**config.mk**
```make
export PLATFORM = sky130hd
export DESIGN_NAME = pc_fetch_unit
export DESIGN_NICKNAME = d
export VERILOG_FILES = /design/src/rtl/fetch_pkg.sv /design/src/rtl/next_pc_select.sv /design/src/rtl/pc_fetch_unit.sv
export SDC_FILE = /design/constraint.sdc
export NUM_CORES = 1
export LEC_CHECK = 0
export ABC_AREA = 1
export CELL_PAD_IN_SITES_DETAIL_PLACEMENT = 2
export CELL_PAD_IN_SITES_GLOBAL_PLACEMENT = 2
export CORE_ASPECT_RATIO = 1.1
export CORE_MARGIN = 10
export CORE_UTILIZATION = 25
export CTS_CLUSTER_SIZE = 14
export DETAILED_ROUTE_END_ITERATION = 12
export PLACE_DENSITY = 0.79
export SYNTH_ARGS = -nofsm -noshare
export SYNTH_HDL_FRONTEND = slang
export SYNTH_HIERARCHICAL = 1
export SYNTH_SLANG_ARGS = --single-unit
```
**constraint.sdc**
```tcl
create_clock -name clock -period 8.3 [get_ports clock]
set_clock_uncertainty 0.2 [all_clocks]
set_input_delay 2.49 -clock clock [delete_from_list [all_inputs] [get_ports clock]]
set_output_delay 2.49 -clock clock [all_outputs]
set_load 0.02 [all_outputs]
```
**src/rtl/fetch_pkg.sv**
```systemverilog
// Shared definitions for the instruction-fetch front end: redirect kinds,
// fetch state encoding and the default bubble instruction.
package fetch_pkg;

  localparam logic [1:0] KIND_BRANCH = 2'b00;
  localparam logic [1:0] KIND_JUMP   = 2'b01;
  localparam logic [1:0] KIND_JR     = 2'b10;

  localparam logic [31:0] NOP_INSN_DEFAULT = 32'h0000_0000;

  // HOLD: settle after reset; FETCH: normal request stream;
  // DROP: retire a stale outstanding request after a redirect.
  typedef enum logic [1:0] {
    HOLD  = 2'b00,
    FETCH = 2'b01,
    DROP  = 2'b10
  } state_t;

endpackage

```
**src/rtl/next_pc_select.sv**
```systemverilog
// Redirect target selection: branch adder, jump pass-through and jr.
// The reserved kind yields target_valid = 0 so it never redirects.
module next_pc_select
  import fetch_pkg::*;
(
  input  logic [1:0]  kind,
  input  logic [31:0] branch_base,
  input  logic [16:0] branch_offset,
  input  logic [31:0] jump_target,
  input  logic [31:0] jr_target,
  output logic [31:0] target,
  output logic        target_valid
);

  logic [31:0] branch_target;

  // Branch offset is a signed word count; the sum wraps modulo 2^32.
  assign branch_target = branch_base + {{15{branch_offset[16]}}, branch_offset};

  // Select the redirect target for the requested kind.
  always_comb begin
    // NOTE: every output gets a default first so no path leaves it unassigned,
    // which would otherwise infer a latch.
    target       = '0;
    target_valid = 1'b0;
    case (kind)
      KIND_BRANCH: begin
        target       = branch_target;
        target_valid = 1'b1;
      end
      KIND_JUMP: begin
        target       = jump_target;
        target_valid = 1'b1;
      end
      KIND_JR: begin
        target       = jr_target;
        target_valid = 1'b1;
      end
      default: begin
        target       = '0;
        target_valid = 1'b0;
      end
    endcase
  end

endmodule

```
**src/rtl/pc_fetch_unit.sv**
```systemverilog
// Instruction-fetch front end: owns the PC, issues word requests to
// instruction memory and presents fetched instructions to decode, handling
// wait states, decode stalls and redirect squashing.
module pc_fetch_unit
  import fetch_pkg::*;
#(
  parameter logic [31:0] RESET_PC = 32'h0000_0000,
  parameter logic [31:0] NOP_INSN = NOP_INSN_DEFAULT
) (
  input  logic        clock,
  input  logic        reset,
  input  logic        stall,
  input  logic        redirect_valid,
  input  logic [1:0]  redirect_kind,
  input  logic [31:0] branch_base,
  input  logic [16:0] branch_offset,
  input  logic [31:0] jump_target,
  input  logic [31:0] jr_target,
  output logic        imem_req,
  output logic [31:0] imem_addr,
  input  logic        imem_ready,
  input  logic [31:0] imem_rdata,
  output logic        fetch_valid,
  output logic [31:0] fetch_insn,
  output logic [31:0] fetch_pc,
  output logic [31:0] fetch_pc_plus1
);

  state_t      state;
  state_t      state_next;
  logic [31:0] pc;
  logic [31:0] pc_plus1;
  logic        pending;
  logic [31:0] pending_target;
  logic [31:0] sel_target;
  logic        sel_valid;
  logic        redirect;

  next_pc_select u_next_pc_select (
    .kind          (redirect_kind),
    .branch_base   (branch_base),
    .branch_offset (branch_offset),
    .jump_target   (jump_target),
    .jr_target     (jr_target),
    .target        (sel_target),
    .target_valid  (sel_valid)
  );

  // A reserved redirect kind is ignored entirely.
  assign redirect  = redirect_valid & sel_valid;
  assign pc_plus1  = pc + 32'd1;
  // The PC only moves when a request retires, so the address is stable
  // across wait states and is the stale address while in DROP.
  assign imem_addr = pc;

  // State register.
  always_ff @(posedge clock) begin
    // NOTE: sequential state uses non-blocking assignments so every register
    // samples pre-edge values regardless of statement order.
    if (reset) state <= HOLD;
    else       state <= state_next;
  end

  // Next-state and request decode.
  always_comb begin
    state_next = state;
    imem_req   = 1'b0;
    case (state)
      HOLD: state_next = FETCH;
      FETCH: begin
        imem_req = 1'b1;
        if (redirect && !imem_ready) state_next = DROP;
      end
      DROP: begin
        imem_req = 1'b1;
        if (imem_ready) state_next = FETCH;
      end
      default: state_next = HOLD;
    endcase
  end

  // PC, pending redirect and decode-facing outputs.
  always_ff @(posedge clock) begin
    if (reset) begin
      pc             <= RESET_PC;
      pending        <= 1'b0;
      pending_target <= '0;
      fetch_valid    <= 1'b0;
      fetch_insn     <= NOP_INSN;
      fetch_pc       <= '0;
      fetch_pc_plus1 <= '0;
    end else begin
      case (state)
        FETCH: begin
          if (redirect) begin
            fetch_valid <= 1'b0;
            fetch_insn  <= NOP_INSN;
            if (imem_ready) begin
              pc <= sel_target;
            end else begin
              pending_target <= sel_target;
              pending        <= 1'b1;
            end
          end else if (stall) begin
            // Hold everything; accepted data is dropped and refetched later.
          end else if (imem_ready) begin
            fetch_insn     <= imem_rdata;
            fetch_pc       <= pc;
            fetch_pc_plus1 <= pc_plus1;
            fetch_valid    <= 1'b1;
            pc             <= pc_plus1;
          end else begin
            fetch_valid <= 1'b0;
            fetch_insn  <= NOP_INSN;
          end
        end
        DROP: begin
          fetch_valid <= 1'b0;
          fetch_insn  <= NOP_INSN;
          if (imem_ready) begin
            // Latest redirect wins, including one arriving on the retire edge.
            if (redirect)     pc <= sel_target;
            else if (pending) pc <= pending_target;
            pending <= 1'b0;
          end else if (redirect) begin
            pending_target <= sel_target;
          end
        end
        default: begin
        end
      endcase
    end
  end

endmodule
```
==> results.py <==
metrics = {
    "critical_path": {
        "crit_family": "buffers and inverters",
        "arrival_ns": 5.79,
        "crit_slowest_cell": "nand2_1",
        "path_common_cell": "nand2_1",
        "path_cells": "clkdlybuf4s50_1 > nand2_1 > nand2_1 > buf_4 > nand2_1 > nor2_1 > nor2_1 > nand2_1 > inv_2 > o21ai_0 > a21oi_1",
        "worstSetupPathType": "input port to flop",
        "crit_path_start_kind": "input port",
        "max_stage_delay_ns": 0.79,
        "worst_ep_required_time_ns": 8.48,
        "endpoint_kind": "flop",
        "cp_max_fo": 60,
        "critPathBufInv": 3,
    },
    "global_route": {
        "grt_pass1_wl_um": 73000,
        "track_usage": 0.189,
        "grt_pass1_vias": 12900,
        "antenna_found_initial": 1,
        "grt_max_degree": 70,
        "grt_overflow": 0,
    },
    "layout": {
        "drive_above_1_share": 0.0391,
        "layout.cells.non_filler": 2408,
        "fin_area_um2": 14000,
        "syn_to_final_growth_pct": 38.1,
        "seq_area_um2": 3280,
        "fillers": 4820,
        "multi_input_area_um2": 5750,
        "nNetsFinal": 2069,
    },
    "synth": {
        "synth_area_um2": 10200,
        "yosysUniqueCellTypes": 41,
        "yosysSeqAreaShare": 0.323,
        "syn_nets": 1831,
        "syn_inst": 1643,
        "ys_ff_latch": 164,
        "synth_warnings": 6,
        "synth_area_per_cell_um2": 6.18,
    },
    "routing": {
        "drc": 0,
        "detail_route.wl_per_cell_um": 19.5,
        "first_pass_iters": 4,
        "viasPerCell": 4.84,
        "wirelength_um": 46900,
        "ant_nets": 0,
        "vias": 11700,
        "drt_iter0_drc": 481,
    },
    "timing": {
        "final-max-slew-violation-count": 0,
        "finalHoldViolCount": 0,
        "worstMarginPinSlew_ns": 1.18,
        "period_share": 0.676,
        "relSlewSlack": 0.216,
        "rsz0062_at_grt": "no",
        "layout_setup_ws_ns": 2.69,
        "setup_viol": 0,
        "max_freq_mhz": 178,
        "min_period_ns": 5.61,
        "setup_tns_ns": 0,
    },
    "clock_network": {
        "cts_buffers": 17,
        "htreeDepth": 4,
        "post_cts_buffers": 0,
        "cts.clk_slew.worst_paths_ns": 0.07,
        "cts.sinks": 164,
        "cts.path.max_buffers": 2,
        "cts_root_buf": "clkbuf_16",
        "tritoncts": "built",
        "ctsHoldBuffers": 0,
        "cts_resized": 0,
        "insertion_delay_ns": 0.45,
    },
    "power": {
        "vdd_drop_max_mv": 0.124,
        "totalPowerFinal_mw": 2.60,
        "p_per_area_nw_per_um2": 185,
        "p_leak_nw": 6.07,
    },
    "floorplanning": {
        "die_w_um": 212,
        "core_area_um2": 40200,
        "dieArea_um2": 49100,
        "ios": 282,
        "row_count": 77,
        "start_util": 0.253,
        "die_y_um": 231,
    },
    "run_status": {
        "status": "finished, final reports clean",
    },
    "place": {
        "dp_hpwl_um": 37700,
        "port_buffers": 281,
        "dp_slack_ns": 2.27,
        "dp.cells": 2375,
        "place.gp.congestion": 0.813,
        "placed_cell_area_um2": 13400,
    },
    "worst_hold_path": {
        "hold_path_class": "flop to flop",
    },
    "run": {
        "maxCapViolations": 0,
    },
}
worst paths after layout:
path / to / cells after the start / slack [ns] / from
worst min-delay path: fetch_insn[0]$_SDFFE_PP0N_ / 2 / 0.26 / fetch_insn[0]$_SDFFE_PP0N_
worst max-delay path: imem_addr[14]$_SDFFE_PP0P_ / 11 / 2.69 / redirect_kind[1]
worst min register to register: fetch_insn[0]$_SDFFE_PP0N_ / 2 / 0.26 / fetch_insn[0]$_SDFFE_PP0N_
worst max register to register: imem_addr[14]$_SDFFE_PP0P_ / 9 / 4.90 / state[0]$_SDFFE_PP0P_
registers in the layout, summed over array words and instances (netlist names):
| signal | count |
|---|---|
| fetch_insn | 32 |
| fetch_pc | 32 |
| fetch_pc_plus1 | 32 |
| fetch_valid | 1 |
| imem_addr | 32 |
| pending | 1 |
| pending_target | 32 |
| state | 2 |
cells in the final DEF, fill, tap and decap left out, types with 10 or more instances in the layout:
master	Yosys	final
a21oi_1	111	111
a22o_1	15	15
clkbuf_16	0	17
clkdlybuf4s50_1	0	281
dfxtp_1	164	164
ha_1	35	35
inv_1	216	215
nand2_1	470	470
nand2_2	10	10
nand3_1	114	114
nor2_1	188	186
o211ai_1	24	24
o21ai_0	115	115
o21bai_1	11	11
o22ai_1	28	28
tightest hold or removal path: stages, from the launching register on:
cell	delay (ns)
dfxtp_1	0.31
nand2_1	0.06
a21oi_1	0.05
cell families (layout without fill, tap and decap cells):
logic type / after synthesis / after routing / share of synthesized area
flip-flops: 164 / 164 / 0.323
AND/OR/NAND/NOR: 821 / 821 / 0.333
other: 0 / 1 / 0
adder cells (fa/ha/maj): 36 / 36 / 0.0451
XOR/XNOR: 12 / 12 / 0.0103
buffers and inverters: 292 / 543 / 0.112
AO/OA/AOI/OAI: 318 / 318 / 0.177
metrics by stage:
step / utilization / hold WS (ns)
final: 0.349 / 0.265
after global placement: 0.333 / 0.251
after floorplan: - / 0.229
after CTS: 0.349 / 0.268
after detailed placement: 0.333 / 0.258
after global routing: 0.349 / 0.286
layout make-up:
cell class | instances | area share
repair buffers | 288 | 0.204
multi-input cells | 1187 | 0.410
clock buffers | 19 | 0.0316
clock inverters | 13 | 0.0146
flip-flops and latches | 164 | 0.234
diodes | 1 | 0.000178
well taps | 513 | 0.0458
inverters | 223 | 0.0597
power breakdown:
group	switching (mW)	internal, mW	total, mW
logic	0.467	0.297	0.763
clock network	0.346	0.542	0.887
registers	0.0757	0.869	0.945
synthesized netlist by cell type:
master	instances	share of area
a211oi_1	1	0.00074
a21boi_0	3	0.0022
a21o_1	1	0.00074
a21oi_1	111	0.055
a22o_1	15	0.013
a31oi_1	1	0.00062
and2_1	1	0.00062
buf_1	2	0.00074
buf_2	18	0.0089
buf_4	4	0.0030
clkbuf_1	45	0.017
clkinv_1	1	0.00037
dfxtp_1	164	0.32
fa_1	1	0.0020
ha_1	35	0.043
inv_1	216	0.080
inv_2	6	0.0022
nand2_1	470	0.17
nand2_2	10	0.0062
nand3_1	114	0.056
nand3_2	4	0.0039
nand3b_1	4	0.0030
nand4_1	4	0.0025
nor2_1	188	0.069
nor2_2	6	0.0037
nor2_4	1	0.0011
nor3_1	6	0.0030
nor3_2	1	0.00099
nor3_4	1	0.0016
o211ai_1	24	0.018
o21ai_0	115	0.057
o21ai_1	4	0.0020
o21bai_1	11	0.0081
o221ai_1	2	0.0017
o22ai_1	28	0.017
o311ai_0	2	0.0017
or2_0	5	0.0031
or2_1	2	0.0012
or2_2	4	0.0025
xnor2_1	7	0.0060
xor2_1	5	0.0043
metal layers:
layer	up-vias	share of wire	wire length, µm	global-route usage
met2	199	0.52	24500	0.348
met5	-	0	0	0
met4	0	0.016	746	0.0553
met1	5688	0.43	20200	0.219
met3	43	0.032	1500	0.0279
li1	5735	-	-	-
Note: power is estimated with default switching activity, not from simulation.
==> patch 1, RTL diff (config.mk and constraints unchanged) <==
Add an input register stage for `jr_target`, with the module's reset; this delays it by one clock. The other inputs are not delayed to match.
--- a/src/rtl/pc_fetch_unit.sv
+++ b/src/rtl/pc_fetch_unit.sv
@@ -26,6 +26,16 @@
   output logic [31:0] fetch_pc_plus1
 );
 
+  logic [31:0] jr_target_q;
+
+  always_ff @(posedge clock) begin
+    if (reset) begin
+      jr_target_q <= '0;
+    end else begin
+      jr_target_q <= jr_target;
+    end
+  end
+
   state_t      state;
   state_t      state_next;
   logic [31:0] pc;
@@ -41,7 +51,7 @@
     .branch_base   (branch_base),
     .branch_offset (branch_offset),
     .jump_target   (jump_target),
-    .jr_target     (jr_target),
+    .jr_target     (jr_target_q),
     .target        (sel_target),
     .target_valid  (sel_valid)
   );
Formal check against the unedited RTL: not equivalent (a bounded check fails within 4 cycles, from zero or initial values and one cycle with reset high).
==> patch 1 against the original RTL <==
  * Sequential cell count grew 32
  * Sequential power grew 17%
  * First-iteration DRC count grew 27%
  * Synthesized cell count grew 6.0%
  * Highest routed layer is now met5
  * Power grew 8.2%
  * Synthesized area grew 9.5%
  * Non-clock buffer count grew 2
  * Cell count grew 6.8%
  * Worst setup slack gained 190 ps
  * Wire length grew 5.0%
  * Critical path depth shrank 3
  * Cell area grew 7.0%
  * Maximum frequency grew 3.5%
==> patch 1: results (changes against the original RTL) <==
Hold Path Sink=fetch_insn[27]; critical path fanouts, max=21 (-65%); Finished Layout Cells=2572 (+6.8%); Seq/Total Area, Yosys=0.353 (+0.0296); Leak Pwr=0.00655 uW (+7.8%); Top delay family on crit path=simple AND/OR/NAND/NOR gates; # port buffers=281 (unchanged); final WL=49300 um (+5.0%); R2R cell count=8 (-1); Worst VDD drop=0.161 mV (+29%); vias in the first global route=13182 (+2.5%); Hold Violations, Final=0 (unchanged); Min-Delay Path Class=flop to flop; Fillers=5343 (+11%); Final Net Count=2165 (+4.6%); First-pass DRT Iterations=5 (+1); reg2reg setup slack=5290 ps (+390 ps); share of cells above drive strength 1=0.0422 (+0.00314); FF-to-FF End=imem_addr[20]; Sw Pwr=991 uW (+12%); Final Hold Slack=265 ps (+0.715 ps); GP Congestion=0.850 (+4.5%); initial core utilization=0.252 (-0.00116); top cells by count, synth=465 x nand2_1, 256 x inv_1, 205 x nor2_1; Max-slew headroom=0.213 (-0.00308); # placed instances=2539 (+6.9%); Slowest-stage cell, CP=inv_1; status=finished, final reports clean; first-pass GRT wire length=76900 um (+5.4%); global-route usage over all layers=0.181 (-0.00807); Hold Crit Start=fetch_insn[27]; largest net degree at the start of global routing=114 (+63%); antenna violations before repair=2 (+1); initial drt markers=609 (+27%); Synth Instances=1741 (+6.0%); hpwl dp=39200 um (+4.2%); Area contributors post-synth=dfxtp_1 35%, nand2_1 16%, inv_1 8.6%; Syn Nets=1929 (+5.4%); CP Data Arrival Time=5550 ps (-240 ps); routed via count=12190 (+4.5%); worst slack, placed=2340 ps (+65.9 ps); worst skew pair latency=480 ps (+30 ps)
## patch 1: changes by cell type in the layout (fill, tap and decap cells not counted), sizes merged, moves of 3 or more
| cell | unedited run | this run |
|---|---|---|
| xor2 | 5 | 9 |
| dfxtp | 164 | 196 |
| nand2 | 480 | 477 |
| clkinv | 8 | 3 |
| a21oi | 111 | 114 |
| inv | 223 | 268 |
| nor2 | 195 | 217 |
| o21ai | 119 | 116 |
| clkinvlp | 0 | 3 |
| buf | 7 | 10 |
## patch 1: cell type report
type / count / area (um2) / share of cell area
Timing Repair Buffer: 290 / 2890 / 0.192
Clock buffer: 17 / 425 / 0.0283
Tap cell: 581 / 727 / 0.0484
Antenna cell: 1 / 2.50 / 0.000167
Multi-Input combinational cell: 1210 / 5870 / 0.391
Inverter: 262 / 983 / 0.0655
Sequential cell: 196 / 3920 / 0.261
Clock inverter: 15 / 195 / 0.0130
## patch 1: per-stage QoR
| stage | cell area (um2) | utilization |
|---|---|---|
| after floorplan | 11100 | - |
| after global placement | 14400 | 0.326 |
| after detailed placement | 14400 | 0.326 |
| after CTS | 15000 | 0.340 |
| after global routing | 15000 | 0.340 |
| final | 15000 | 0.340 |
## patch 1: worst max path at each step
stage,startpoint,end,slack (ps),cells after the start
2_1_floorplan,branch_base[0],imem_addr[16],3780,15
3_3_place_gp,redirect_kind[1],imem_addr[20],2470,8
3_5_place_dp,redirect_kind[1],fetch_insn[12],2340,10
4_1_cts,redirect_kind[1],fetch_insn[12],2840,10
5_1_grt,redirect_kind[1],fetch_insn[12],2560,10
6_report,redirect_kind[1],imem_addr[20],2870,8
## patch 1: cell families after synthesis
logic type	share of synthesized area
flip-flops	0.353
adder cells (fa/ha/maj)	0.0412
XOR/XNOR	0.0110
buffers and inverters	0.120
AND/OR/NAND/NOR	0.313
AO/OA/AOI/OAI	0.162
## patch 1: layer usage
metal | global-route usage | vias up | part of all wire
met3 | 0.0373 | 48 | 0.042
met4 | 0.0538 | 4 | 0.019
met2 | 0.314 | 230 | 0.49
met5 | 0 | - | 0.00034
li1 | - | 5971 | -
met1 | 0.221 | 5937 | 0.45
## patch 1: tightest hold or removal path, delay by kind of cell, from the launching register on
family	cells	cell delay (ps)
compound gates	1	50
simple gates	1	60
flops	1	310
## patch 1: power by group through the flow
stage	Sequential [uW]	Combinational (uW)	Clock (uW)
CTS	1110	795	936
global route	1130	878	976
floorplan	1160	403	0
finish	1110	785	910
detailed placement	1140	790	0
global placement	1130	762	0
==> patch 2, RTL diff (config.mk and constraints unchanged) <==
Made on the original files. Re-encode `state_t` (3 states) as one-hot, 3 bits wide.
--- a/src/rtl/fetch_pkg.sv
+++ b/src/rtl/fetch_pkg.sv
@@ -10,10 +10,10 @@
 
   // HOLD: settle after reset; FETCH: normal request stream;
   // DROP: retire a stale outstanding request after a redirect.
-  typedef enum logic [1:0] {
-    HOLD  = 2'b00,
-    FETCH = 2'b01,
-    DROP  = 2'b10
+  typedef enum logic [2:0] {
+    HOLD  = 3'b001,
+    FETCH = 3'b010,
+    DROP  = 3'b100
   } state_t;
 
 endpackage
Check against the original RTL: no difference found for any inputs over 4 cycles, from zero or initial values and one cycle with reset high; so few cycles prove little.
==> patch 2 against the original RTL <==
  * Power shrank 18%
  * Wire length grew 1.2%
  * Synthesized cell count grew 1.3%
  * First-iteration DRC count shrank 6.9%
  * Cell area grew 1.9%
  * Synthesized area grew 2.9%
  * Via count grew 0.42%
  * Non-clock buffer count is the same
  * Cell count grew 2.9%
  * Register-to-register slack gained 570 ps
  * Sequential cell count grew 1
  * Worst setup slack gained 20 ps
  * Clock power shrank 4.2%
==> patch 2: results (changes against the original RTL) <==
Syn Nets=1850 (+1.0%); clk pwr=850 uW (-4.2%); hpwl dp=38400 um (+1.9%); First-pass DRT Iterations=5 (+1); routed via count=11714 (+0.42%); FF-to-FF End=fetch_pc_plus1[20]; R2R cell count=10 (+1); DP Area=13700 um2 (+2.2%); Worst VDD drop=0.115 mV (-7.8%); WL/cell=19.2 um (-1.7%); Cell variety after synth=45 (+9.8%); share of cells above drive strength 1=0.0578 (+0.0188); antenna violations before repair=0 (-1); Seq/Total Area, Yosys=0.316 (-0.00725); largest net degree at the start of global routing=108 (+54%); Pwr Total=2130 uW (-18%); Switching Share=0.292 (-0.0506); Hold Path Sink=pending_target[14]; initial drt markers=448 (-6.9%); vias in the first global route=12863 (+0.0078%); Finished Layout Cells=2479 (+2.9%); FF-to-FF Start=state[1]; CP Data Arrival Time=5730 ps (-60 ps); GP Congestion=0.839 (+3.1%); reg2reg setup slack=5470 ps (+570 ps); top cells by count, synth=517 x nand2_1, 223 x inv_1, 165 x dfxtp_1; grt met2 use=0.331 (-0.0178); peak per-stage delay on the critical path=590 ps (-200 ps); met3 capacity usage during global routing=0.0280 (+0.0000454); Post-Synth XOR/XNOR Area=0.0109 (+0.000544); combinational power=456 uW (-40%); Leak Pwr=0.00591 uW (-2.7%); worst slack, placed=2210 ps (-60.4 ps); global-route usage over all layers=0.185 (-0.00370); Synth Area in Compound Gates=0.163 (-0.0136); Fillers=4972 (+3.2%); Area contributors post-synth=dfxtp_1 32%, nand2_1 19%, inv_1 8.0%; critical path fanouts, max=107 (+78%); Met2 Routed Length=23500 um (-4.2%); Final Net Count=2092 (+1.1%); worst slew pin tran=1210 ps (+35.9 ps); Hold Crit Start=pending_target[14]; # placed instances=2448 (+3.1%); Final Hold Slack=250 ps (-15.3 ps); post-synthesis mux area share=0 (unchanged); first-pass GRT wire length=74000 um (+1.4%); GR Util met1=0.232 (+0.0128); Synth Instances=1665 (+1.3%); routed wl met3=1440 um (-4.3%); number of diodes=0 (-1); Slowest-stage cell, CP=clkdlybuf4s50_1; core area=41300 um2 (+2.8%); Post-CTS Setup Bufs=0 (unchanged); status=finished, final reports clean
==> patch 2: layout make-up <==
| type | count | area, um2 | area share |
|---|---|---|---|
| clock buffers | 22 | 464 | 0.0325 |
| clock inverters | 9 | 149 | 0.0104 |
| inverters | 232 | 878 | 0.0615 |
| multi-input cells | 1203 | 5920 | 0.414 |
| flip-flops and latches | 165 | 3300 | 0.231 |
| well taps | 560 | 701 | 0.0490 |
| repair buffers | 288 | 2870 | 0.201 |
==> patch 2: worst max-delay path by stage <==
stage | startpoint | to | slack [ps] | depth (start not counted)
after floorplan | branch_base[0] | imem_addr[24] | 3650 | 17
after global placement | redirect_kind[1] | fetch_pc_plus1[22] | 2290 | 9
after detailed placement | redirect_kind[1] | fetch_pc_plus1[20] | 2210 | 9
after CTS | branch_offset[16] | imem_addr[26] | 2700 | 16
after global routing | redirect_kind[1] | fetch_pc_plus1[20] | 2350 | 9
final | redirect_kind[1] | fetch_pc_plus1[20] | 2710 | 9
